==> src/rtl/cpu_ctrl_pkg.sv <==
// Shared types and constants for the mini-CPU control sequencer.
package cpu_ctrl_pkg;

  typedef enum logic [3:0] {
    ST_RST, ST_T0, ST_T1, ST_T2, ST_T3, ST_T4, ST_T5, ST_T6, ST_T7, ST_HALT
  } state_t;

  typedef enum logic [2:0] {
    CL_RTYPE, CL_LD, CL_ST, CL_ADDI, CL_NOP, CL_HALT, CL_ILL
  } iclass_t;

  localparam logic [4:0] OP_LD   = 5'b10000;
  localparam logic [4:0] OP_ST   = 5'b10001;
  localparam logic [4:0] OP_ADDI = 5'b10010;
  localparam logic [4:0] OP_NOP  = 5'b10011;
  localparam logic [4:0] OP_HALT = 5'b11011;
  localparam logic [4:0] ALU_ADD = 5'b00011;

  typedef struct packed {
    logic       pc_out;
    logic       zlow_out;
    logic       mdr_out;
    logic       c_out;
    logic       ba_out;
    logic       gra;
    logic       grb;
    logic       grc;
    logic       r_in;
    logic       r_out;
    logic       mar_in;
    logic       pc_in;
    logic       mdr_in;
    logic       ir_in;
    logic       y_in;
    logic       in_pc;
    logic       zhigh_in;
    logic       zlow_in;
    logic       read;
    logic       write;
    logic [4:0] op;
    logic       illegal;
  } ctrl_t;

endpackage

==> src/rtl/ctrl_decode.sv <==
// Opcode to instruction-class decode; purely combinational.
module ctrl_decode
  import cpu_ctrl_pkg::*;
(
  input  logic [4:0] opc,
  output iclass_t    cls
);

  always_comb begin
    cls = CL_ILL;
    if (!opc[4]) begin
      cls = CL_RTYPE;
    end else begin
      case (opc)
        OP_LD:   cls = CL_LD;
        OP_ST:   cls = CL_ST;
        OP_ADDI: cls = CL_ADDI;
        OP_NOP:  cls = CL_NOP;
        OP_HALT: cls = CL_HALT;
        default: cls = CL_ILL;
      endcase
    end
  end

endmodule

==> src/rtl/cpu_ctrl_seq.sv <==
// Hardwired fetch/decode/execute sequencer; outputs are registered decodes of
// the next state so every strobe comes straight from a flop.
module cpu_ctrl_seq
  import cpu_ctrl_pkg::*;
#(
  parameter int OPW    = 5,
  parameter int MEM_TO = 16
) (
  input  logic           Clock,
  input  logic           clear,
  input  logic [31:0]    IR,
  input  logic           mem_rdy,
  output logic           PCout,
  output logic           Zlowout,
  output logic           MDRout,
  output logic           Cout,
  output logic           BAout,
  output logic           Gra,
  output logic           Grb,
  output logic           Grc,
  output logic           Rin,
  output logic           Rout,
  output logic           MARin,
  output logic           PCin,
  output logic           MDRin,
  output logic           IRin,
  output logic           Yin,
  output logic           InPC,
  output logic           ZHighin,
  output logic           Zlowin,
  output logic           Read,
  output logic           Write,
  output logic [OPW-1:0] op,
  output logic           run,
  output logic           fault,
  output logic           illegal
);

  localparam int CW = (MEM_TO > 1) ? $clog2(MEM_TO + 1) : 1;

  state_t        state, state_nxt;
  logic [4:0]    opc, opc_nxt;
  iclass_t       cls;
  logic [CW-1:0] cnt, cnt_nxt;
  logic          is_wait, timeout;
  ctrl_t         ctl, ctl_nxt;

  // Ra/Rb/Rc/C operand fields are consumed by the select/encode logic.
  logic unused_ir;
  assign unused_ir = ^IR[26:0];

  ctrl_decode u_decode (
    .opc (opc_nxt),
    .cls (cls)
  );

  always_comb begin
    opc_nxt = (state == ST_T2) ? IR[31:27] : opc;
    is_wait = (state == ST_T1) || (state == ST_T6 && cls == CL_LD) ||
              (state == ST_T7 && cls == CL_ST);
    timeout = is_wait && !mem_rdy && (MEM_TO > 0) &&
              (({1'b0, cnt} + (CW+1)'(1)) == (CW+1)'(MEM_TO));

    state_nxt = state;
    case (state)
      ST_RST:  state_nxt = ST_T0;
      ST_T0:   state_nxt = ST_T1;
      ST_T1:   if (mem_rdy) state_nxt = ST_T2;
      ST_T2:   state_nxt = ST_T3;
      ST_T3: begin
        case (cls)
          CL_NOP, CL_ILL: state_nxt = ST_T0;
          CL_HALT:        state_nxt = ST_HALT;
          default:        state_nxt = ST_T4;
        endcase
      end
      ST_T4:   state_nxt = ST_T5;
      ST_T5:   state_nxt = (cls == CL_LD || cls == CL_ST) ? ST_T6 : ST_T0;
      ST_T6:   if (cls == CL_ST || mem_rdy) state_nxt = ST_T7;
      ST_T7:   if (cls == CL_LD || mem_rdy) state_nxt = ST_T0;
      ST_HALT: state_nxt = ST_HALT;
      default: state_nxt = ST_RST;
    endcase
    if (timeout) state_nxt = ST_HALT;

    // Counter only runs while parked in a wait state; any move clears it.
    cnt_nxt = (is_wait && state_nxt == state) ? cnt + CW'(1) : '0;
  end

  always_comb begin
    ctl_nxt = '0;
    case (state_nxt)
      ST_T0: begin
        ctl_nxt.pc_out = 1'b1; ctl_nxt.mar_in = 1'b1;
        ctl_nxt.in_pc = 1'b1;  ctl_nxt.zlow_in = 1'b1;
      end
      ST_T1: begin
        ctl_nxt.zlow_out = 1'b1; ctl_nxt.pc_in = 1'b1;
        ctl_nxt.read = 1'b1;     ctl_nxt.mdr_in = 1'b1;
      end
      ST_T2: begin
        ctl_nxt.mdr_out = 1'b1; ctl_nxt.ir_in = 1'b1;
      end
      ST_T3: begin
        if (cls == CL_RTYPE || cls == CL_ADDI) begin
          ctl_nxt.grb = 1'b1; ctl_nxt.r_out = 1'b1; ctl_nxt.y_in = 1'b1;
        end else if (cls == CL_LD || cls == CL_ST) begin
          ctl_nxt.grb = 1'b1; ctl_nxt.ba_out = 1'b1; ctl_nxt.y_in = 1'b1;
        end
        ctl_nxt.illegal = (cls == CL_ILL);
      end
      ST_T4: begin
        ctl_nxt.zlow_in = 1'b1;
        if (cls == CL_RTYPE) begin
          ctl_nxt.grc = 1'b1; ctl_nxt.r_out = 1'b1;
          ctl_nxt.zhigh_in = 1'b1; ctl_nxt.op = opc_nxt;
        end else begin
          ctl_nxt.c_out = 1'b1; ctl_nxt.op = ALU_ADD;
        end
      end
      ST_T5: begin
        ctl_nxt.zlow_out = 1'b1;
        if (cls == CL_LD || cls == CL_ST) ctl_nxt.mar_in = 1'b1;
        else begin
          ctl_nxt.gra = 1'b1; ctl_nxt.r_in = 1'b1;
        end
      end
      ST_T6: begin
        ctl_nxt.mdr_in = 1'b1;
        if (cls == CL_LD) ctl_nxt.read = 1'b1;
        else begin
          ctl_nxt.gra = 1'b1; ctl_nxt.r_out = 1'b1;
        end
      end
      ST_T7: begin
        if (cls == CL_LD) begin
          ctl_nxt.mdr_out = 1'b1; ctl_nxt.gra = 1'b1; ctl_nxt.r_in = 1'b1;
        end else ctl_nxt.write = 1'b1;
      end
      default: ctl_nxt = '0;
    endcase
  end

  always_ff @(posedge Clock or negedge clear) begin
    if (!clear) begin
      state <= ST_RST;
      opc   <= '0;
      cnt   <= '0;
      fault <= 1'b0;
      run   <= 1'b0;
      ctl   <= '0;
    end else begin
      state <= state_nxt;
      opc   <= opc_nxt;
      cnt   <= cnt_nxt;
      fault <= fault | timeout;
      run   <= (state_nxt != ST_RST) && (state_nxt != ST_HALT);
      ctl   <= ctl_nxt;
    end
  end

  assign PCout   = ctl.pc_out;
  assign Zlowout = ctl.zlow_out;
  assign MDRout  = ctl.mdr_out;
  assign Cout    = ctl.c_out;
  assign BAout   = ctl.ba_out;
  assign Gra     = ctl.gra;
  assign Grb     = ctl.grb;
  assign Grc     = ctl.grc;
  assign Rin     = ctl.r_in;
  assign Rout    = ctl.r_out;
  assign MARin   = ctl.mar_in;
  assign PCin    = ctl.pc_in;
  assign MDRin   = ctl.mdr_in;
  assign IRin    = ctl.ir_in;
  assign Yin     = ctl.y_in;
  assign InPC    = ctl.in_pc;
  assign ZHighin = ctl.zhigh_in;
  assign Zlowin  = ctl.zlow_in;
  assign Read    = ctl.read;
  assign Write   = ctl.write;
  assign op      = OPW'(ctl.op);
  assign illegal = ctl.illegal;

endmodule

==> config.mk <==
export PLATFORM = sky130hd
export DESIGN_NAME = cpu_ctrl_seq
export DESIGN_NICKNAME = d
export VERILOG_FILES = /design/src/rtl/cpu_ctrl_pkg.sv /design/src/rtl/ctrl_decode.sv /design/src/rtl/cpu_ctrl_seq.sv
export SDC_FILE = /design/constraint.sdc
export NUM_CORES = 1
export LEC_CHECK = 0
export CAP_MARGIN = 20
export CORE_MARGIN = 4
export CORE_UTILIZATION = 40
export CTS_CLUSTER_DIAMETER = 40
export CTS_CLUSTER_SIZE = 16
export DETAILED_ROUTE_END_ITERATION = 8
export PLACE_DENSITY_LB_ADDON = 0.15
export SYNTH_ARGS = -nofsm -noshare
export SYNTH_HDL_FRONTEND = slang
export SYNTH_SLANG_ARGS = --single-unit
==> constraint.sdc <==
create_clock -name Clock -period 2.7 [get_ports Clock]
set_input_delay 0.27 -clock Clock [delete_from_list [all_inputs] [get_ports Clock]]
set_output_delay 0.27 -clock Clock [all_outputs]
set_load 0.005 [all_outputs]
==> results.json <==
{
  "fmax_ghz": 0.391,
  "reg2reg_from": "opc[1]",
  "die_y_microns": 77.9,
  "place_ws_ns": -0.133,
  "drc": 0,
  "yosysSeqAreaShare": 0.500,
  "crit_type": "primary input to register",
  "clkLatencyLatePin_ns": 0.29,
  "fin_crit_ns": 2.56,
  "ys.flop_type": "dfrtp_1",
  "startpoint_type": "primary input",
  "r2r_end": "MARin",
  "ys_warn_count": 0,
  "rsz0062_at_grt": "false",
  "core_area_sq_um": 4720,
  "layout.nets": 293,
  "hp-class": "primary input to async pin",
  "ant_nets": 0,
  "wl_microns": 4360,
  "clkSlewWorstSetupHoldPaths_ns": 0.07,
  "slew_headroom": 0.442,
  "hold_viol": 0,
  "cts_resized": 0,
  "drt_iter0_drc": 115,
  "numCtsBuffers": 5,
  "required_ns": 2.90,
  "htreeDepth": 2,
  "rr_worst_depth": 8,
  "synth_cell_type_count": 53,
  "cap_violations": 0,
  "arrival_ns": 2.76,
  "dieArea_sq_um": 6060,
  "antenna_found_initial": 0,
  "netlist_area_sq_um": 1950,
  "slew_viol_final": 0,
  "setup_ws_ns": 0.141,
  "syn_inst": 196,
  "start_util": 0.413,
  "clkSinkCount": 39,
  "fillCellCount": 446,
  "syn_area_per_cell_sq_um": 9.96,
  "grt_pass1_vias": 1574,
  "rows": 25,
  "powerDensity_nw_per_um2": 973,
  "synthTopCellsByArea": "dfrtp_1, nand2_1, a21oi_1",
  "yosysTopAreaCell": "dfrtp_1",
  "status": "finished clean",
  "diodes": 0,
  "grt_pass1_wl_microns": 7420,
  "post-cts-setup-buffers": 0,
  "worst_slew_pin_slew_ns": 0.836,
  "fin_skew_ns": 0.00634,
  "clk_path_buf_depth": 2,
  "reg2reg_slack_ns": 0.15,
  "ioPinCount": 63,
  "root_buffer": "clkbuf_8",
  "cts_tree": "done",
  "fin_crit_sh": 0.948,
  "ctsHoldBuffers": 0,
  "wl_per_cell_microns": 13.5,
  "vdd_drop_max_mv": 0.344,
  "overflow": 0,
  "synth_edf_count": 0,
  "via_count": 1653,
  "track_usage": 0.154,
  "grt_max_degree": 40,
  "netlist.area_leader.share": 0.500,
  "drive_gt1_frac": 0.195,
  "worstPathMaxFanout": 5,
  "setup_viol": 0,
  "async_flop_share": 1.00,
  "synthesis.nets": 233,
  "io_buffers": 35,
  "syn2layout_area_growth_pct": 34.0,
  "timing.hold.ws_ns": 0.0799,
  "via_per_inst": 5.12,
  "synth-seq-cells": 39,
  "dp_hpwl_microns": 3210,
  "cp-end-kind": "register",
  "chipWidth_microns": 77.9,
  "first_pass_iters": 4,
  "cellLeakagePower_uw": 0.00117,
  "place_congestion": 0.820
}
layout by cell type, fill, tap and decap left out, drive strengths merged, types with 3 or more instances in the layout:
master / Yosys / final
clkdlybuf4s50: 0 / 34
nand2b: 7 / 7
clkbuf: 4 / 6
o21ai: 8 / 8
nor3: 6 / 6
nand4: 4 / 4
and2: 4 / 4
nand2: 21 / 21
nor2b: 4 / 4
a21oi: 11 / 11
dfrtp: 39 / 39
nand3: 5 / 5
or4b: 3 / 3
and3: 4 / 4
nor2: 15 / 15
buf: 4 / 27
o31ai: 3 / 3
nand3b: 4 / 4
inv: 10 / 10
mux2i: 3 / 3
sequential cells by signal, indices dropped and copies added (netlist names):
register,flops
Write,1
Zlowout,1
Gra,1
MDRin,1
cnt,5
Zlowin,1
run,1
Cout,1
Yin,1
Rin,1
opc,5
op,5
Read,1
PCin,1
BAout,1
MDRout,1
illegal,1
MARin,1
ZHighin,1
state,4
IRin,1
Rout,1
InPC,1
fault,1
layout make-up:
| class | instances | area [sq um] | share of cell area |
|---|---|---|---|
| clock buffers | 6 | 82.6 | 0.0316 |
| clock inverters | 1 | 5.00 | 0.00191 |
| inverters | 10 | 37.5 | 0.0144 |
| repair buffers | 61 | 541 | 0.207 |
| well taps | 67 | 83.8 | 0.0321 |
| flip-flops and latches | 39 | 976 | 0.373 |
| multi-input cells | 139 | 890 | 0.340 |
stage by stage:
stage	utilization	total power (uW)	area, sq um	setup TNS [ns]	std cells
floorplan	-	1600	1950	0	196
global placement	0.535	2160	2530	-0.317	316
detailed placement	0.535	2160	2530	-0.319	316
CTS	0.554	2560	2620	0	323
global route	0.554	2750	2620	0	323
finish	0.554	2550	2620	0	323
metal layers:
| metal | GRT usage | up-vias | routed length [microns] |
|---|---|---|---|
| li1 | - | 816 | - |
| met1 | 0.210 | 790 | 2060 |
| met2 | 0.245 | 41 | 2070 |
| met3 | 0.0360 | 6 | 179 |
| met4 | 0.0427 | 0 | 53 |
| met5 | 0 | - | 0 |
cells in the mapped netlist, types with 2 or more instances:
master     n
dfrtp_1   39
nand2_1   20
nor2_1    14
a21oi_1   11
o21ai_0    8
inv_1      7
nand2b_1   7
nor3_1     6
nand3_1    5
and2_1     4
and3_1     4
clkbuf_1   4
nand3b_1   4
nand4_1    4
nor2b_1    4
buf_4      3
inv_2      3
o31ai_1    3
or4b_4     3
a31oi_1    2
a32oi_1    2
ha_1       2
mux2i_1    2
nor3b_1    2
nor4b_1    2
o211ai_1   2
or2_2      2
xor2_1     2
cells by family after synthesis:
family / synth area share
simple gates: 0.260
compound gates: 0.140
flops: 0.500
buf+inv: 0.0442
mux: 0.0276
xor+xnor: 0.0135
fa+ha+maj: 0.0128
other cells: 0.00192
report_power, final:
part / internal (uW) / switching, uW / leakage, uW
combinational: 649 / 679 / 0.000609
sequential: 739 / 89.6 / 0.000514
clock: 200 / 188 / 0.0000470
worst max path at each step:
stage / startpoint / endpoint / slack (ns) / cells after the start
global route: opc[1] / MARin / 0.02 / 8
finish: IR[28] / MARin / 0.14 / 9
global placement: IR[28] / MARin / -0.13 / 9
floorplan: opc[1] / MARin / 0.28 / 8
detailed placement: IR[28] / MARin / -0.13 / 9
CTS: state[3] / MARin / 0.12 / 10
critical path, stage by stage:
cell and delay, ns:
clkdlybuf4s50_1 0.42, or4b_4 0.58, mux2_2 0.30, o211ai_1 0.19, and3_1 0.20, or3_2 0.13
inv_2 0.03, or4b_4 0.53, o31ai_1 0.08
Power figures use the tool's default switching activity.
